File: config.mk
export PLATFORM = sky130hd
export DESIGN_NAME = ifetch_align_unit
export DESIGN_NICKNAME = d
export VERILOG_FILES = /design/src/rtl/ifetch_align_unit.sv
export SDC_FILE = /design/constraint.sdc
export NUM_CORES = 1
export LEC_CHECK = 0
export CAP_MARGIN = 10
export CORE_ASPECT_RATIO = 0.9
export CORE_MARGIN = 3
export CORE_UTILIZATION = 55
export DETAILED_ROUTE_END_ITERATION = 16
export DONT_BUFFER_PORTS = 1
export PLACE_DENSITY = 0.67
export SYNTH_ARGS = -nofsm -noshare
export SYNTH_HDL_FRONTEND = slang
export SYNTH_SLANG_ARGS = --single-unit
export TNS_END_PERCENT = 30
File: constraint.sdc
create_clock -name clk -period 4.75 [get_ports clk]
set_input_delay 0.95 -clock clk [delete_from_list [all_inputs] [get_ports clk]]
set_output_delay 0.95 -clock clk [all_outputs]
set_load 0.01 [all_outputs]
File: src/rtl/ifetch_align_unit.sv
// RV32IC instruction fetch and align stage: extracts 16/32-bit instructions from a
// word-wide instruction memory, including 32-bit instructions straddling a word boundary.
module ifetch_align_unit #(
    parameter logic [31:0] RESET_PC = 32'h0000_0000,
    parameter int          ADDR_W   = 6
) (
    input  logic              clk,
    input  logic              rst_n,
    output logic [ADDR_W-1:0] imem_addr,
    input  logic [31:0]       imem_data,
    input  logic              redirect_valid,
    input  logic [31:0]       redirect_pc,
    input  logic              out_ready,
    output logic              out_valid,
    output logic [31:0]       out_instr,
    output logic [31:0]       out_pc,
    output logic              out_compressed
);

    typedef enum logic {RUN, SPLIT} state_t;

    state_t      state;
    logic [31:0] pc;
    logic [15:0] half_buf;

    logic              adv;
    logic [ADDR_W-1:0] word_addr;

    logic        emit;
    logic [31:0] emit_instr;
    logic        emit_comp;
    logic [31:0] pc_step;
    logic        go_split;

    assign adv       = !out_valid || out_ready;
    assign word_addr = pc[ADDR_W+1:2];
    // SPLIT reads the word after pc for the upper half; the add wraps within ADDR_W bits
    assign imem_addr = (state == SPLIT) ? word_addr + 1'b1 : word_addr;

    always_comb begin
        emit       = 1'b0;
        emit_instr = '0;
        emit_comp  = 1'b0;
        pc_step    = 32'd0;
        go_split   = 1'b0;
        case (state)
            RUN: begin
                if (!pc[1]) begin
                    emit = 1'b1;
                    if (imem_data[1:0] != 2'b11) begin
                        emit_instr = {16'h0000, imem_data[15:0]};
                        emit_comp  = 1'b1;
                        pc_step    = 32'd2;
                    end else begin
                        emit_instr = imem_data;
                        pc_step    = 32'd4;
                    end
                end else if (imem_data[17:16] != 2'b11) begin
                    emit       = 1'b1;
                    emit_instr = {16'h0000, imem_data[31:16]};
                    emit_comp  = 1'b1;
                    pc_step    = 32'd2;
                end else begin
                    go_split = 1'b1;
                end
            end
            SPLIT: begin
                emit       = 1'b1;
                emit_instr = {imem_data[15:0], half_buf};
                pc_step    = 32'd4;
            end
            default: ;
        endcase
    end

    always_ff @(posedge clk or negedge rst_n) begin
        if (!rst_n) begin
            pc             <= RESET_PC & ~32'h1;
            state          <= RUN;
            half_buf       <= '0;
            out_valid      <= 1'b0;
            out_instr      <= '0;
            out_pc         <= '0;
            out_compressed <= 1'b0;
        end else if (redirect_valid) begin
            pc        <= redirect_pc & ~32'h1;
            state     <= RUN;
            half_buf  <= '0;
            out_valid <= 1'b0;
        end else if (adv) begin
            pc <= pc + pc_step;
            if (go_split) begin
                half_buf  <= imem_data[31:16];
                state     <= SPLIT;
                out_valid <= 1'b0;
            end else begin
                state <= RUN;
                if (state == SPLIT) begin
                    half_buf <= '0;
                end
                out_valid      <= emit;
                out_instr      <= emit_instr;
                out_pc         <= pc;
                out_compressed <= emit_comp;
            end
        end
    end

endmodule

==> key figures, run 1 <==
Run status
  – Status: finished clean

Layout
  – NumNets Final: ~670
  – Area growth, synth to finish: 11.0%
  – Final instance area: approximately 6300 µm²
  – Filler cells: 835
  – Footprint of the multi-input gates: about 2600 µm²
  – Share of post-route cells with drive strength above 1: approximately 8.4%
  – Reg area: 2830 µm²
  – N_diodes: 0

Global route
  – Tot GR Track Use: a little over a quarter
  – Largest net degree at the start of global routing: between 100 and 150
  – Initial antenna violation count: 0
  – First-pass GRT wire length: approximately 25000 µm
  – Vias in the first global route: around 4700
  – Grt ovf: 0

Synthesis
  – Largest family of logic cells by synthesized area: simple AND/OR/NAND/NOR gates
  – Post-synth top area cell: dfrtp_1
  – Synth top area cells: dfrtp_1 49%, nand2_1 7.5%, a31oi_1 3.6%, nor2_1 3.3%, clkbuf_1 3.2%
  – Seq cells post-synth: 113
  – Mux share of post-synthesis cell area: 3.59%
  – Total nets after synthesis: 696
  – Number of enable flip-flop cells after synthesis: 0
  – Netlist cell types: 47
  – Compound-Gate Fraction of Synth Area: a little under a fifth
  – Number of synthesis warnings: 0
  – Synth Area in XOR/XNOR: about 1.8%
  – Synth async-reset ratio: 100%
  – Top_reg_cell synth: dfrtp_1
  – Synth top cells by count: 114 x nand2_1, 113 x dfrtp_1, 51 x nor2_1
  – Count leader, synth: nand2_1
  – Synth Cell Area: roughly 5700 µm²
  – Cells after synthesis: roughly 620
  – Top-area cell type share of the netlist area: between 40% and 50%
  – Sequential share of the synthesized area: between 40% and 50%
  – Synth Area in Adders: 1.01%
  – Simple-gate portion of the synthesized area: a little over a fifth
  – Avg Cell Area, Syn: 9.17 µm²

Die
  – Num ports: between 100 and 150
  – Die area: 11700 µm²
  – Die Wd: 113 µm
  – Die H: around 100 µm
  – Site row count: 34
  – Initial Util: just under 60%
  – Core Region: between 9000 and 10000 µm²

Power and ir drop
  – Power Density: between 400 and 500 nW/µm²
  – VDD IR max: around 0.34 mV
  – Pleak: between 2 and 3 nW
  – Overall Power: 3.02 mW

Timing
  – Worst Tran Pin Value: approximately 1200 ps
  – Unrepaired setup endpoints after global routing: no
  – Max-slew violations: 0
  – Period utilization: between 70% and 80%
  – Min cycle time layout: about 3400 ps
  – Fmax: ~290 MHz
  – Final Hold Viols: 0
  – Count of final setup violators: 0
  – Total negative slack: 0 ps
  – Setup Skew: approximately 13 ps
  – Slew headroom: between 10% and 20%

Min path
  – Hold crit path type: input pin to asynchronous set/reset pin

Job
  – Max-cap check violation count: 0

CTS
  – Setup Buffers After CTS: 0
  – CTS tree: built
  – CTS Buf Count: 17
  – Clk slew on worst S/H paths: about 60 ps
  – H-tree levels: 4
  – Hold buffer count at cts: 0
  – CTS Buffer Depth: 2
  – CTS Root Cell: clkbuf_16
  – CTS sink count: between 100 and 150
  – Post-CTS sizing: 0
  – Worst-Skew Late Latency: around 420 ps

Route
  – Detailed-route DRC error count: 0
  – Vias per cell: 6.42
  – Pre-antenna DRT Iters: 5
  – Initial DRC count: approximately 440
  – Wirelength per Cell: 20.7 µm
  – Final WL: roughly 15000 µm
  – Final ANT Viol Nets: 0
  – Via Count: 4721

Worst setup path
  – CP startpoint: imem_data[0]
  – Reg2reg start: pc[1]$_DFFE_PN0P_
  – WS Path Type: input pin to flop
  – Setup crit start kind: input pin
  – WP data arrival: around 3800 ps
  – CP endpoint kind: flop
  – Critical Path Fanout Max: 14
  – WP data required: roughly 5000 ps
  – Worst-case reg-to-reg path depth: 9

Placement
  – DP Area: roughly 5700 µm²
  – Post-DP HPWL: between 9000 and 10000 µm
  – Placer Congestion: just under 0.8
  – Port buffer count: 0
critical path, cell delays in order:
cell and delay [ps]:
nor2b_1 150, a21o_1 230, nor2_1 140, ha_1 200
inv_1 60, fa_1 490, or4b_1 810, or4_1 560
a31oi_1 170
layout make-up:
type / instances / share of cell area [%]
inverters: 8 / 0.473
flip-flops and latches: 113 / 44.6
clock inverters: 9 / 2.01
well taps: 126 / 2.48
clock buffers: 23 / 7.84
multi-input cells: 448 / 41.7
repair buffers: 8 / 0.946
per-layer routing:
metal	part of all wire [%]	global-route usage [%]	vias up
met5	0	0	-
met4	1.4	10.4	0
met3	8.2	8.16	21
met2	47	42.3	174
met1	43	35.9	2312
li1	-	-	2214
cell families after synthesis:
| group | Yosys count |
|---|---|
| muxes | 20 |
| AOI/OAI and AO/OA | 155 |
| other | 1 |
| xor gates and xnor gates | 12 |
| adders and majority gates | 4 |
| and+or+nand+nor | 256 |
| buffers and inverters | 63 |
| DFF | 113 |
registers in the layout (all words and copies together) (netlist names):
name            cells
state               1
out_instr          32
out_valid           1
pc                 31
half_buf           16
out_pc             31
out_compressed      1
power breakdown:
group / switching [mW] / internal (mW)
clock: 0.445 / 0.891
sequential: 0.195 / 1.11
combinational: 0.221 / 0.161
per-stage QoR:
stage	worst slack (ps)	util (%)	std cells	hold slack, ps
2_1_floorplan	1150	-	624	450
3_3_place_gp	999	57.7	703	460
3_5_place_dp	912	57.7	703	467
4_1_cts	1340	64.0	735	215
5_1_grt	1120	64.0	735	216
6_report	1320	64.0	735	222
cell usage in the layout (no fill, tap or decap), drive strengths merged, types with 16 or more instances in the layout:
cell	n
a21oi	20
a31oi	33
clkbuf	23
dfrtp	113
mux2i	16
nand2	114
nor2	51
o21ai	31
o31ai	18
or4	23
path summary, 6_finish.rpt:
check	endpoint	slack, ps
setup / recovery	pc[17]$_DFFE_PN0P_	1320
hold / removal	pc[25]$_DFFE_PN0P_	220
setup reg to reg	pc[17]$_DFFE_PN0P_	1320
hold reg to reg	half_buf[0]$_DFFE_PN0P_	480
max in group asynchronous	pc[5]$_DFFE_PN0P_	4300
min in group clk	half_buf[0]$_DFFE_PN0P_	480
Power figures use the tool's default switching activity.
==> inputs of run 2 (changes only) <==
PLACE_DENSITY = 0.7   (was 0.67)
clock period = 3.1 ns   (was 4.75 ns; I/O delays follow)
==> key figures, run 2 (synthesis gave the netlist of run 1 again) <==
Timing
  – Min cycle time layout: 2920 ps
  – Slew headroom: 21.5% (+2.4 points)
  – Worst Tran Pin Value: 1170 ps (-35.4 ps)
  – Final Hold Viols: 113 (+113)
  – Fmax: about 340 MHz
  – Max-slew violations: 0 (unchanged)
  – Count of final setup violators: 0 (unchanged)
  – Setup Skew: 18.6 ps (+5.49 ps)
  – Worst hold slack: -93.8 ps (-316 ps)
  – Total negative slack: 0 ps (unchanged)
  – Final worst setup slack: 182 ps (-1140 ps)
  – Unrepaired setup endpoints after global routing: no
  – Period utilization: a little over nine tenths

Layout
  – Final instance area: 6370 µm² (+0.35%)
  – Commonest non-fill, non-tap cell in the layout: nand2_1
  – Final core occ: 64.3% (+0.23 points)
  – Largest Register: out_instr
  – Largest registers: out_instr (32), out_pc (31), pc (31)
  – Largest register FFs: 32 (unchanged)
  – Area growth, synth to finish: 11.4%
  – Most frequent cells in the layout: 114 x nand2_1, 111 x dfrtp_1, 50 x nor2_1
  – Share of post-route cells with drive strength above 1: 9.95% (+1.6 points)
  – NumNets Final: 674 (+0.90%)
  – N_diodes: 0 (unchanged)
  – Post-route non-filler standard cell count: 739 (+0.54%)

CTS
  – Worst-Skew Late Latency: 410 ps (about the same)
  – Setup Buffers After CTS: 0 (unchanged)
  – CTS tree: built
  – CTS Root Cell: clkbuf_16
  – CTS sink count: 113 (unchanged)
  – Clk slew on worst S/H paths: 60 ps (about the same)
  – H-tree levels: 4 (unchanged)
  – CTS Buffer Depth: 2 (unchanged)
  – CTS Buf Count: 17 (unchanged)

Power and ir drop
  – NetSw: 1.31 mW (+52%)
  – Sw frac: 29.1% (+0.58 points)
  – Overall Power: 4.50 mW (+49%)
  – Power Density: 706 nW/µm² (+48%)
  – Comb pwr share: 13.4% (+0.7 points)
  – Pleak: 2.73 nW (+0.45%)
  – Portion of total power attributed to sequential cells: 44.3% (+1.2 points)
  – VDD IR max: 0.510 mV (+48%)
  – Clk pwr share: 42.3% (-1.9 points)
  – Pint: 3.19 mW (+48%)

Die
  – Die area: 11700 µm² (unchanged)
  – Initial Util: 57.7% (unchanged)
  – Die H: 103 µm (unchanged)
  – Core Region: 9910 µm² (unchanged)
  – Die Wd: 113 µm (unchanged)
  – Num ports: 140 (unchanged)
  – Site row count: 34 (unchanged)

Job
  – Max-cap check violation count: 0 (unchanged)

Route
  – Detailed-route DRC error count: 0 (unchanged)
  – Pre-antenna DRT Iters: 5 (unchanged)
  – Vias per cell: 6.42 (about the same)
  – Final WL: 14800 µm (-2.5%)
  – Initial DRC count: 432 (-1.4%)
  – Wirelength per Cell: 20.1 µm (-3.1%)
  – Final ANT Viol Nets: 0 (unchanged)
  – Via Count: 4743 (+0.47%)

Global route
  – Grt ovf: 0 (unchanged)
  – First-pass GRT wire length: 24100 µm (-2.5%)
  – Initial antenna violation count: 0 (unchanged)
  – Vias in the first global route: 4642 (-2.0%)
  – Largest net degree at the start of global routing: 114 (unchanged)
  – Tot GR Track Use: 26.0% (-1.1 points)

Worst setup path
  – CP endpoint kind: flop
  – WS Path Type: flop to flop
  – WP data arrival: 3230 ps (-540 ps)
  – Setup crit start kind: flop
  – WP data required: 3420 ps (-1670 ps)
  – Critical Path Fanout Max: 14 (unchanged)

Placement
  – Setup slack at placement: -27.6 ps (-940 ps)
  – Post-DP HPWL: 9550 µm (-0.50%)
  – Placed Cells: 709 (+0.85%)
  – Port buffer count: 0 (unchanged)
  – Placer Congestion: 0.784 (+0.27%)
  – DP Area: 5790 µm² (+1.2%)

Run status
  – Status: complete, but fails checks
  – Failing checks: hold timing

Min path
  – Hold crit path type: input pin to asynchronous set/reset pin
[run 2: cell type report]
type                       count  area (µm²)
tap                          126         158
fill                         826        3540
clock buffer                  20         467
inverter                       8        30.0
multi-input combinational    448        2660
sequential                   113        2830
clock inverter                10         111
timing repair buffer          14         118
[run 2: power by group through the flow]
stage | Clock (mW) | Combinational, mW | Sequential [mW]
after global routing | 1.99 | 0.694 | 2.02
final | 1.90 | 0.605 | 1.99
after floorplan | 0 | 0.511 | 1.93
after global placement | 0 | 0.581 | 2.01
after CTS | 1.93 | 0.607 | 1.99
after detailed placement | 0 | 0.601 | 2.02
[run 2: per-layer routing]
metal / vias to the layer above / track usage, % / wire length (µm)
li1: 2218 / - / -
met1: 2321 / 35.8 / 6450
met2: 186 / 39.5 / 7020
met3: 18 / 7.69 / 1180
met4: 0 / 9.06 / 172
met5: - / 0 / 0
[run 2: timing repair]
item                                    in CTS  in global routing
resized for setup                            0                  1
endpoints found under the setup margin       0                  3
hold endpoints to repair                   113                113
[run 2: worst paths after layout]
check,from,to,slack (ps),cells past startpoint
setup / recovery,pc[1]$_DFFE_PN0P_,pc[17]$_DFFE_PN0P_,180,9
setup reg to reg,pc[1]$_DFFE_PN0P_,pc[17]$_DFFE_PN0P_,180,9
min in group clk,redirect_valid,half_buf[15]$_DFFE_PN0P_,310,1
hold / removal,rst_n,out_pc[23]$_DFFE_PN0P_,-90,0
max in group asynchronous,rst_n,pc[1]$_DFFE_PN0P_,3060,0
hold reg to reg,half_buf[1]$_DFFE_PN0P_,half_buf[1]$_DFFE_PN0P_,480,1
[run 2: critical path, cell delays in order (launching register included)]
cell,delay [ps]
dfrtp_2,430
nor2b_1,90
a21o_1,210
nor2_2,140
ha_2,200
inv_1,60
fa_2,390
or4b_4,630
or4_1,510
a31oi_1,170
